===== config.mk =====
export PLATFORM = sky130hd
export DESIGN_NAME = bus_interface_unit_flat
export DESIGN_NICKNAME = d
export VERILOG_FILES = /design/src/rtl/bus_interface_unit_pkg.sv /design/src/rtl/bus_interface_unit_if.sv /design/src/rtl/bus_interface_unit_wait_timer.sv /design/src/rtl/bus_interface_unit.sv /design/src/flat_wrapper.sv
export SDC_FILE = /design/constraint.sdc
export NUM_CORES = 1
export LEC_CHECK = 0
export BUFFER_PORTS_ARGS = -buffer_cell sky130_fd_sc_hd__clkbuf_2
export CAP_MARGIN = 20
export CORE_ASPECT_RATIO = 0.8
export CORE_MARGIN = 2
export CORE_UTILIZATION = 46
export CTS_BUF_LIST = sky130_fd_sc_hd__clkbuf_16
export DETAILED_ROUTE_END_ITERATION = 12
export GPL_TIMING_DRIVEN = 0
export PLACE_DENSITY = 0.74
export SKIP_CTS_REPAIR_TIMING = 1
export SYNTH_ARGS = -nofsm -noshare
export SYNTH_HDL_FRONTEND = slang
export SYNTH_SLANG_ARGS = --single-unit

===== constraint.sdc =====
create_clock -name i_Clk -period 1.85 [get_ports i_Clk]
set_input_delay 0.37 -clock i_Clk [delete_from_list [all_inputs] [get_ports i_Clk]]
set_output_delay 0.37 -clock i_Clk [all_outputs]
set_load 0.01 [all_outputs]

===== src/rtl/bus_interface_unit_pkg.sv =====
// Shared CPU package: bus widths, memory-cycle state encoding and T-state count.
package bus_interface_unit_pkg;

  localparam int unsigned ADDR_W   = 16;
  localparam int unsigned DATA_W   = 8;
  localparam int unsigned WAIT_W   = 8;
  localparam int unsigned T_STATES = 4;

  typedef enum logic [2:0] {
    ST_IDLE = 3'd0,
    ST_T1   = 3'd1,
    ST_T2   = 3'd2,
    ST_T3   = 3'd3,
    ST_T4   = 3'd4
  } biu_state_e;

endpackage


===== src/rtl/bus_interface_unit_if.sv =====
// Bus bundle between the CPU/memory environment and the bus interface unit.
interface bus_interface_unit_if;
  import bus_interface_unit_pkg::*;

  // CPU side
  logic              i_Address_Out;
  logic              i_Bus_In;
  logic              i_Bus_Out;
  logic [ADDR_W-1:0] i_Addr16;
  logic [DATA_W-1:0] i_Data8;
  logic [DATA_W-1:0] o_Data8;
  logic              o_Data_Valid;
  logic              o_Done;
  logic              o_Stall;
  logic              o_Error;
  // Memory side
  logic [ADDR_W-1:0] o_Mem_Addr;
  logic              o_Mem_RD;
  logic              o_Mem_WR;
  logic [DATA_W-1:0] o_Mem_Data_Out;
  logic [DATA_W-1:0] i_Mem_Data_In;
  logic              i_Mem_Ready;

  // Bus interface unit view
  modport slave (
    input  i_Address_Out, i_Bus_In, i_Bus_Out, i_Addr16, i_Data8,
    output o_Data8, o_Data_Valid, o_Done, o_Stall, o_Error,
    output o_Mem_Addr, o_Mem_RD, o_Mem_WR, o_Mem_Data_Out,
    input  i_Mem_Data_In, i_Mem_Ready
  );

  // Environment view (control unit plus memory)
  modport master (
    output i_Address_Out, i_Bus_In, i_Bus_Out, i_Addr16, i_Data8,
    input  o_Data8, o_Data_Valid, o_Done, o_Stall, o_Error,
    input  o_Mem_Addr, o_Mem_RD, o_Mem_WR, o_Mem_Data_Out,
    output i_Mem_Data_In, i_Mem_Ready
  );

endinterface


===== src/rtl/bus_interface_unit_wait_timer.sv =====
// Saturating wait-state counter with clear, enable and terminal-count flag.
module bus_interface_unit_wait_timer
  import bus_interface_unit_pkg::*;
#(
  parameter int unsigned TIMEOUT_MAX = 255
) (
  input  logic i_Clk,
  input  logic i_Reset,
  input  logic i_Clear,
  input  logic i_Enable,
  output logic o_Terminal
);

  localparam logic [WAIT_W-1:0] TC_VALUE = WAIT_W'(TIMEOUT_MAX);

  logic [WAIT_W-1:0] count_q, count_d;

  // Next count: clear wins, otherwise increment without wrapping.
  always_comb begin
    count_d = count_q;
    if (i_Clear) begin
      count_d = '0;
    end else if (i_Enable && (count_q != '1)) begin
      count_d = count_q + 1'b1;
    end
  end

  // Terminal count is flagged in the same cycle the counter reaches the limit.
  assign o_Terminal = i_Enable && (count_d == TC_VALUE);

  // Counter register.
  always_ff @(posedge i_Clk) begin
    if (i_Reset) count_q <= '0;
    else         count_q <= count_d;
  end

endmodule


===== src/rtl/bus_interface_unit.sv =====
// Bus interface unit: MAR, four-state external memory cycle with wait states,
// read-data return, stall and sticky error reporting.
module bus_interface_unit
  import bus_interface_unit_pkg::*;
#(
  parameter int unsigned TIMEOUT_MAX = 255
) (
  input  logic                  i_Clk,
  input  logic                  i_Reset,
  bus_interface_unit_if.slave   bus
);

  biu_state_e        state_q, state_d;
  logic [ADDR_W-1:0] mar_q, mar_d;
  logic [ADDR_W-1:0] addr_q, addr_d;
  logic [DATA_W-1:0] wdata_q, wdata_d;
  logic [DATA_W-1:0] data8_q, data8_d;
  logic              is_write_q, is_write_d;
  logic              rd_q, rd_d;
  logic              wr_q, wr_d;
  logic              valid_q, valid_d;
  logic              done_q, done_d;
  logic              error_q, error_d;

  logic              request;
  logic              wt_clear;
  logic              wt_enable;
  logic              wt_terminal;

  assign request   = bus.i_Bus_In || bus.i_Bus_Out;
  assign wt_clear  = (state_q == ST_IDLE);
  assign wt_enable = (state_q == ST_T3) && !bus.i_Mem_Ready;

  bus_interface_unit_wait_timer #(
    .TIMEOUT_MAX (TIMEOUT_MAX)
  ) u_wait_timer (
    .i_Clk      (i_Clk),
    .i_Reset    (i_Reset),
    .i_Clear    (wt_clear),
    .i_Enable   (wt_enable),
    .o_Terminal (wt_terminal)
  );

  // Next-state and registered-output logic for the memory cycle.
  // Strobes are computed from the upcoming state so the flops present them
  // exactly during T2..T3 without combinational decode on the outputs.
  always_comb begin
    state_d    = state_q;
    mar_d      = mar_q;
    addr_d     = addr_q;
    wdata_d    = wdata_q;
    data8_d    = data8_q;
    is_write_d = is_write_q;
    rd_d       = rd_q;
    wr_d       = wr_q;
    valid_d    = 1'b0;
    done_d     = 1'b0;
    error_d    = error_q;

    if (bus.i_Address_Out) begin
      mar_d = bus.i_Addr16;
    end

    case (state_q)
      ST_IDLE: begin
        rd_d = 1'b0;
        wr_d = 1'b0;
        if (request) begin
          state_d    = ST_T1;
          is_write_d = bus.i_Bus_Out;
          addr_d     = bus.i_Address_Out ? bus.i_Addr16 : mar_q;
          if (bus.i_Bus_Out) begin
            wdata_d = bus.i_Data8;
          end
          if (bus.i_Bus_In && bus.i_Bus_Out) begin
            error_d = 1'b1;
          end
        end
      end
      ST_T1: begin
        state_d = ST_T2;
        rd_d    = !is_write_q;
        wr_d    = is_write_q;
      end
      ST_T2: begin
        state_d = ST_T3;
      end
      ST_T3: begin
        if (bus.i_Mem_Ready) begin
          state_d = ST_T4;
          rd_d    = 1'b0;
          wr_d    = 1'b0;
          done_d  = 1'b1;
          if (!is_write_q) begin
            data8_d = bus.i_Mem_Data_In;
            valid_d = 1'b1;
          end
        end else if (wt_terminal) begin
          state_d = ST_T4;
          rd_d    = 1'b0;
          wr_d    = 1'b0;
          done_d  = 1'b1;
          error_d = 1'b1;
        end
      end
      ST_T4: begin
        state_d = ST_IDLE;
      end
      default: begin
        state_d = ST_IDLE;
        rd_d    = 1'b0;
        wr_d    = 1'b0;
      end
    endcase
  end

  // State and datapath registers with synchronous reset.
  always_ff @(posedge i_Clk) begin
    if (i_Reset) begin
      state_q    <= ST_IDLE;
      mar_q      <= '0;
      addr_q     <= '0;
      wdata_q    <= '0;
      data8_q    <= '0;
      is_write_q <= 1'b0;
      rd_q       <= 1'b0;
      wr_q       <= 1'b0;
      valid_q    <= 1'b0;
      done_q     <= 1'b0;
      error_q    <= 1'b0;
    end else begin
      state_q    <= state_d;
      mar_q      <= mar_d;
      addr_q     <= addr_d;
      wdata_q    <= wdata_d;
      data8_q    <= data8_d;
      is_write_q <= is_write_d;
      rd_q       <= rd_d;
      wr_q       <= wr_d;
      valid_q    <= valid_d;
      done_q     <= done_d;
      error_q    <= error_d;
    end
  end

  // Stall is combinational so a request is frozen in the very cycle it is seen.
  always_comb begin
    bus.o_Stall = 1'b0;
    case (state_q)
      ST_IDLE:             bus.o_Stall = request;
      ST_T1, ST_T2, ST_T3: bus.o_Stall = 1'b1;
      default:             bus.o_Stall = 1'b0;
    endcase
  end

  assign bus.o_Data8        = data8_q;
  assign bus.o_Data_Valid   = valid_q;
  assign bus.o_Done         = done_q;
  assign bus.o_Error        = error_q;
  assign bus.o_Mem_Addr     = addr_q;
  assign bus.o_Mem_RD       = rd_q;
  assign bus.o_Mem_WR       = wr_q;
  assign bus.o_Mem_Data_Out = wdata_q;

endmodule


===== src/flat_wrapper.sv =====
// flat-port wrapper written by rule: the top's interface ports become plain ports
module bus_interface_unit_flat import bus_interface_unit_pkg::*;
#(
  parameter int unsigned TIMEOUT_MAX = 255
)
  (i_Clk, i_Reset, bus_i_Address_Out, bus_i_Bus_In, bus_i_Bus_Out, bus_i_Addr16, bus_i_Data8, bus_o_Data8, bus_o_Data_Valid, bus_o_Done, bus_o_Stall, bus_o_Error, bus_o_Mem_Addr, bus_o_Mem_RD, bus_o_Mem_WR, bus_o_Mem_Data_Out, bus_i_Mem_Data_In, bus_i_Mem_Ready);
  bus_interface_unit_if bus_i ();
  input  logic i_Clk;
  input  logic i_Reset;
  input wire logic [$bits(bus_i.i_Address_Out)-1:0] bus_i_Address_Out;
  input wire logic [$bits(bus_i.i_Bus_In)-1:0] bus_i_Bus_In;
  input wire logic [$bits(bus_i.i_Bus_Out)-1:0] bus_i_Bus_Out;
  input wire logic [$bits(bus_i.i_Addr16)-1:0] bus_i_Addr16;
  input wire logic [$bits(bus_i.i_Data8)-1:0] bus_i_Data8;
  output wire logic [$bits(bus_i.o_Data8)-1:0] bus_o_Data8;
  output wire logic [$bits(bus_i.o_Data_Valid)-1:0] bus_o_Data_Valid;
  output wire logic [$bits(bus_i.o_Done)-1:0] bus_o_Done;
  output wire logic [$bits(bus_i.o_Stall)-1:0] bus_o_Stall;
  output wire logic [$bits(bus_i.o_Error)-1:0] bus_o_Error;
  output wire logic [$bits(bus_i.o_Mem_Addr)-1:0] bus_o_Mem_Addr;
  output wire logic [$bits(bus_i.o_Mem_RD)-1:0] bus_o_Mem_RD;
  output wire logic [$bits(bus_i.o_Mem_WR)-1:0] bus_o_Mem_WR;
  output wire logic [$bits(bus_i.o_Mem_Data_Out)-1:0] bus_o_Mem_Data_Out;
  input wire logic [$bits(bus_i.i_Mem_Data_In)-1:0] bus_i_Mem_Data_In;
  input wire logic [$bits(bus_i.i_Mem_Ready)-1:0] bus_i_Mem_Ready;
  assign bus_i.i_Address_Out = bus_i_Address_Out;
  assign bus_i.i_Bus_In = bus_i_Bus_In;
  assign bus_i.i_Bus_Out = bus_i_Bus_Out;
  assign bus_i.i_Addr16 = bus_i_Addr16;
  assign bus_i.i_Data8 = bus_i_Data8;
  assign bus_o_Data8 = bus_i.o_Data8;
  assign bus_o_Data_Valid = bus_i.o_Data_Valid;
  assign bus_o_Done = bus_i.o_Done;
  assign bus_o_Stall = bus_i.o_Stall;
  assign bus_o_Error = bus_i.o_Error;
  assign bus_o_Mem_Addr = bus_i.o_Mem_Addr;
  assign bus_o_Mem_RD = bus_i.o_Mem_RD;
  assign bus_o_Mem_WR = bus_i.o_Mem_WR;
  assign bus_o_Mem_Data_Out = bus_i.o_Mem_Data_Out;
  assign bus_i.i_Mem_Data_In = bus_i_Mem_Data_In;
  assign bus_i.i_Mem_Ready = bus_i_Mem_Ready;
  bus_interface_unit #(.TIMEOUT_MAX(TIMEOUT_MAX)) u_core (.i_Clk(i_Clk), .i_Reset(i_Reset), .bus(bus_i));
endmodule

# Word level (Yosys, flattened, before mapping)

Cells that the tools add are included.

Add/sub/neg operators: 1
Multiply operators: 0
Div/mod/pow operators: 0
Order comparisons: 0
Equality and inequality tests: 11
Shifts and indexed selects: 0
Mux-type cells: 20
Bitwise gates (word level): 4
Reduce and logical (&&, ||, !) cells: 19

Operator list:

| kind                                           | count |
|---|---|
| 2-to-1 mux 16 bit                              | 1 |
| 2-to-1 mux 8 bit                               | 2 |
| one-hot mux 3 bit (4 select lines)             | 1 |
| 2-to-1 mux 1 bit                               | 9 |
| 2-to-1 mux 3 bit                               | 3 |
| adder 8 x 1 -> 8 bit (second input constant)   | 1 |
| == test 8 bit (second input constant)          | 1 |
| != test 8 bit (second input constant)          | 1 |
| == test 3 x 2 -> 1 bit (second input constant) | 2 |
| one-hot mux 1 bit (3 select lines)             | 2 |
| AND reduction 2 bit                            | 3 |
| AND reduction 3 bit                            | 2 |
| OR reduction 3 bit                             | 2 |
| AND reduction 5 bit                            | 1 |
| logical AND 1 bit                              | 4 |
| != test 2 x 1 -> 1 bit (second input constant) | 2 |
| != test 2 bit (second input constant)          | 2 |
| inverter 1 bit                                 | 4 |
| one-hot mux 1 bit (2 select lines)             | 2 |
| OR reduction 2 bit                             | 2 |
| == test 3 x 1 -> 1 bit (second input constant) | 1 |
| == test 3 bit (second input constant)          | 1 |
| zero test 3 bit                                | 1 |
| != test 3 bit (second input constant)          | 1 |
| other kinds (3)                                | 4 |

Register bits after elaboration: 65
Bits in latches: 0
RAM bits: 0
ROM bits: 0
Bits of input ports: 38
Output and inout port bits: 38
Word-level logic and storage cells: 67
Memories kept: 0

# Longest topological paths before layout

Depth in word-level cells: 10
Mapped depth: 8
Mapped depth without buffers: 7

# Cells and area by module

A second synthesis with hierarchy kept.

Cells, all modules: 278
Area, all modules: 2,840.2 um2

By module, submodules not included:

| module                        | times used | cells each | area an instance (um2) | sequential area each (um2) |
|---|---|---|---|---|
| bus_interface_unit            | 1          | 216        | 2,302.2                | 1,141.1 |
| bus_interface_unit_wait_timer | 1          | 62         | 538.0                  | 160.2 |

# Worst setup path after synthesis

No wires, ideal clock.

Path kind: flip-flop to flip-flop
Start: register u_core.u_wait_timer.count_q[0]
End: register u_core.error_q, in the netlist u_core.bus.o_Error
Setup time: 0.067 ns
Arrival: 1.978 ns
Data required time: 1.783 ns
Setup slack: -0.196 ns
Stages on the path, launching flop included: 8
Buffers on the path: 0
Period minus slack after synthesis: 2.046 ns
Cells stage by stage: dfxtp_1 ha_1 and3_1 a211o_1 nor3b_1 o211ai_2 or3_1 a21oi_2

Longest elaborated chain between the ends: 8
Elaborated cells between the ends (all ways): 9
Classes of those cells: 1 x add/sub; 3 x eq/ne; 2 x mux; 3 x reduce/logical

RTL lines:

| element                                                                      | RTL line                            | source |
|---|---|---|
| start, declared                                                              | bus_interface_unit_wait_timer.sv:16 | `logic [WAIT_W-1:0] count_q, count_d;` |
| start signal, assigned                                                       | bus_interface_unit_wait_timer.sv:34 | `else count_q <= count_d;` |
| parallel branches: the longest is 2 deep, another holds adder 8 x 1 -> 8 bit | n/a                                 |  |
| 2-to-1 mux 8 bit (*)                                                         | bus_interface_unit_wait_timer.sv:23 | `end else if (i_Enable && (count_q != '1)) begin` |
| 2-to-1 mux 8 bit (*)                                                         | bus_interface_unit_wait_timer.sv:21 | `if (i_Clear) begin` |
| == test 8 bit (*)                                                            | bus_interface_unit_wait_timer.sv:29 | `assign o_Terminal = i_Enable && (count_d == TC_VALUE);` |
| logical AND 1 bit (*)                                                        | bus_interface_unit_wait_timer.sv:29 |  |
| != test 2 bit (no line) (*)                                                  | n/a                                 |  |
| AND reduction 5 bit (no line) (*)                                            | n/a                                 |  |
| end signal, assigned                                                         | bus_interface_unit.sv:142           | `error_q <= error_d;` |
| end, declared                                                                | bus_interface_unit.sv:23            | `logic error_q, error_d;` |

Every way passes the cells marked *.
A chain may end at the register's enable or synchronous reset.

# Worst setup path after layout

Same ends and word-level chain as after synthesis.

==> flow_metrics.env <==
export IMPL_status="finished with violations"
export IMPL_violations="setup timing"
export IMPL_cts_root_buf="clkbuf_16"
export IMPL_postRouteAntennaNets=0
export IMPL_startpoint_type="flip-flop"
export IMPL_first_global_vias=2124
export IMPL_period_share_pct=109
export IMPL_core_area_mm2=0.00544
export IMPL_grt_usage_pct=20.5
export IMPL_worst_clock_skew_ns=0.00619
export IMPL_yosys_warnings=0
export IMPL_ys_ff_latch=65
export IMPL_min_path_type="in2reg"
export IMPL_fin_setup_tns_ns=-0.835
export IMPL_hpwl_um=4190
export IMPL_synthArstFlopShare_pct=0
export IMPL_vias=2331
export IMPL_grt_pass1_wl_um=9890
export IMPL_gp_congestion=0.840
export IMPL_cp_slowest_stage_delay_ns=0.36
export IMPL_period_needed_ns=2.02
export IMPL_synthTopCellsByArea="dfxtp_1 50%, mux2i_1 10%, nor2_1 7.7%, a211oi_1 4.9%, nand2_1 3.8%"
export IMPL_synth_edff_count=0
export IMPL_start_util_pct=47.6
export IMPL_drt_iter0_markers=123
export IMPL_utilization_pct=64.7
export IMPL_grt_max_degree=12
export IMPL_tritoncts="built"
export IMPL_yosysMostFrequentCell="dfxtp_1"
export IMPL_antenna_cells=0
export IMPL_route_detailed_drc=0
export IMPL_wirelength_um=6320
export IMPL_cts_htree_levels=3
export IMPL_synth_area_mm2=0.00259
export IMPL_final_cell_area_mm2=0.00352
export IMPL_num_rows=24
export IMPL_synth_flop_cell="dfxtp_1"
export IMPL_slew_viol_final=0
export IMPL_crit_type="reg2reg"
export IMPL_setup_slack_ns=-0.167
export IMPL_synth_top_area_cell="dfxtp_1"
export IMPL_synth_top_area_share_pct=50.3
export IMPL_hold_viol=0
export IMPL_die_area_mm2=0.00624
export IMPL_crit_chain="ha_4 -> and3_4 -> a2111oi_4 -> xor2_2 -> o211ai_4 -> or3_1 -> a21oi_2"
export IMPL_power_density_mw_per_mm2=1160
export IMPL_crit_path_max_fanout=5
export IMPL_fp_dieW_um=87.9
export IMPL_clk_path_buf_depth=2
export IMPL_ir_drop_mv=0.755
export IMPL_instances_no_fill=450
export IMPL_clk_latency_ns=0.33
export IMPL_num_io_pins=76
export IMPL_drive_above_1_share_pct=32.8
export IMPL_setup_violations=7
export IMPL_synth_area_per_cell_um2=9.41
export IMPL_worstPathArrival_ns=2.27
export IMPL_required_ns=2.10
export IMPL_synth_common_cells="65 x dfxtp_1, 53 x nor2_1, 26 x mux2i_1, 26 x nand2_1, 17 x a211oi_1"
export IMPL_syn_nets=314
export IMPL_vias_per_cell=5.18
export IMPL_worstSetupEndpointType="flip-flop"
export IMPL_first_pass_iters=5
export IMPL_clkTransAtPathRegs_ns=0.06
export IMPL_cap_violations=0
export IMPL_p_total_uw=4060
export IMPL_nets=406
export IMPL_antenna_found_initial=0
export IMPL_synth_distinct_cells=44
export IMPL_die_y_um=71.1
export IMPL_wl_per_cell_um=14.0
export IMPL_nFillCells=437
export IMPL_timing_fmax_mhz=496
export IMPL_placed_cells=427
export IMPL_yosysSeqAreaShare_pct=50.3
export IMPL_p_leak_uw=0.00152
export IMPL_rsz0062_at_grt="true"
export IMPL_clkSinkCount=65
export IMPL_synth_cells=275
export IMPL_area_growth_pct=35.9
export IMPL_slew_headroom_pct=51.8
export IMPL_grt_ovfl_total=0
export IMPL_cts_inserted_buffers=9
export IMPL_dpl_cell_area_mm2=0.00308
export IMPL_tightest_slew_ns=0.723
export IMPL_portBuffers=74
export IMPL_crit_slowest_cell="dfxtp_4"
cells in the final DEF, fill, tap and decap left out, types with 2 or more instances in the layout:
cell type | Yosys | final
buf_2 | 4 | 3
nand2_1 | 26 | 26
xnor2_1 | 2 | 2
and2_1 | 2 | 2
a31oi_1 | 5 | 5
bufinv_16 | 0 | 2
o21ai_0 | 2 | 2
dfxtp_4 | 0 | 2
xor2_1 | 3 | 2
nor2b_1 | 2 | 2
nor3_1 | 5 | 5
dfxtp_1 | 65 | 62
clkbuf_1 | 9 | 7
nor2_1 | 53 | 52
buf_1 | 2 | 2
nand2b_1 | 3 | 3
a21oi_1 | 16 | 15
clkbuf_16 | 0 | 10
a21oi_2 | 1 | 2
mux2i_1 | 26 | 26
inv_1 | 2 | 3
a211oi_1 | 17 | 17
o21a_1 | 2 | 2
clkbuf_4 | 0 | 2
buf_4 | 1 | 8
clkbuf_2 | 0 | 75
or3_1 | 2 | 2
routing by layer:
| layer | wire [um] | vias up | GRT usage [%] |
|---|---|---|---|
| li1 | - | 1157 | - |
| met2 | 3000 | 74 | 31.5 |
| met3 | 417 | 7 | 8.28 |
| met4 | 66 | 0 | 6.15 |
| met1 | 2830 | 1093 | 26.7 |
| met5 | 0 | - | 0 |
flip-flops by register name, indices dropped and copies added, names as in the netlist, 3 cells and up:
signal and cells:
u_core.bus.o_Data8 8, u_core.bus.o_Mem_Addr 16, u_core.bus.o_Mem_Data_Out 8, u_core.mar_q 16
u_core.state_q 3, u_core.u_wait_timer.count_q 8
power breakdown:
group / switching (uW) / internal (uW) / total [uW]
sequential: 71.7 / 1530 / 1600
combinational: 367 / 249 / 616
clock: 598 / 1250 / 1850
through the flow:
step / setup WS (ns) / hold WS [ns]
after floorplan: -0.0160 / 0.456
after global placement: -0.155 / 0.441
after detailed placement: -0.185 / 0.449
after CTS: -0.193 / 0.258
after global routing: -0.304 / 0.273
final: -0.167 / 0.263
final timing paths:
path	startpoint	to	slack, ns	cells past startpoint
worst max-delay path	u_core.u_wait_timer.count_q[0]	u_core.bus.o_Error	-0.17	7
worst min-delay path	bus_i_Data8[6]	u_core.bus.o_Mem_Data_Out[6]	0.26	3
worst max register to register	u_core.u_wait_timer.count_q[0]	u_core.bus.o_Error	-0.17	7
worst min register to register	u_core.bus.o_Mem_Data_Out[5]	u_core.bus.o_Mem_Data_Out[5]	0.46	2
critical path, delay by kind of cell (launching register included):
kind	cells	cell delay [ns]
AOI/OAI and AO/OA	3	0.62
and+or+nand+nor	2	0.52
DFF	1	0.36
xor gates and xnor gates	1	0.27
adders and majority gates	1	0.17
kinds of logic after synthesis:
group,count (synthesis),share of synthesized area (%)
and+or+nand+nor,108,19.9
muxes,26,10.1
AOI/OAI and AO/OA,51,14.2
xor gates and xnor gates,5,1.69
adders and majority gates,1,0.483
buffers and inverters,19,3.39
DFF,65,50.3
final cells by class:
type                            instances  area [um^2]  share of cell area [%]
Tap cell                               78         97.6                    2.78
Inverter                                2         7.51                   0.214
Clock inverter                          6         80.1                    2.28
Timing Repair Buffer                   81          423                    12.0
Sequential cell                        65         1310                    37.3
Multi-Input combinational cell        191         1260                    35.8
Clock buffer                           10          250                    7.12
Buffer                                 17         87.6                    2.49
Power figures use the tool's default switching activity.
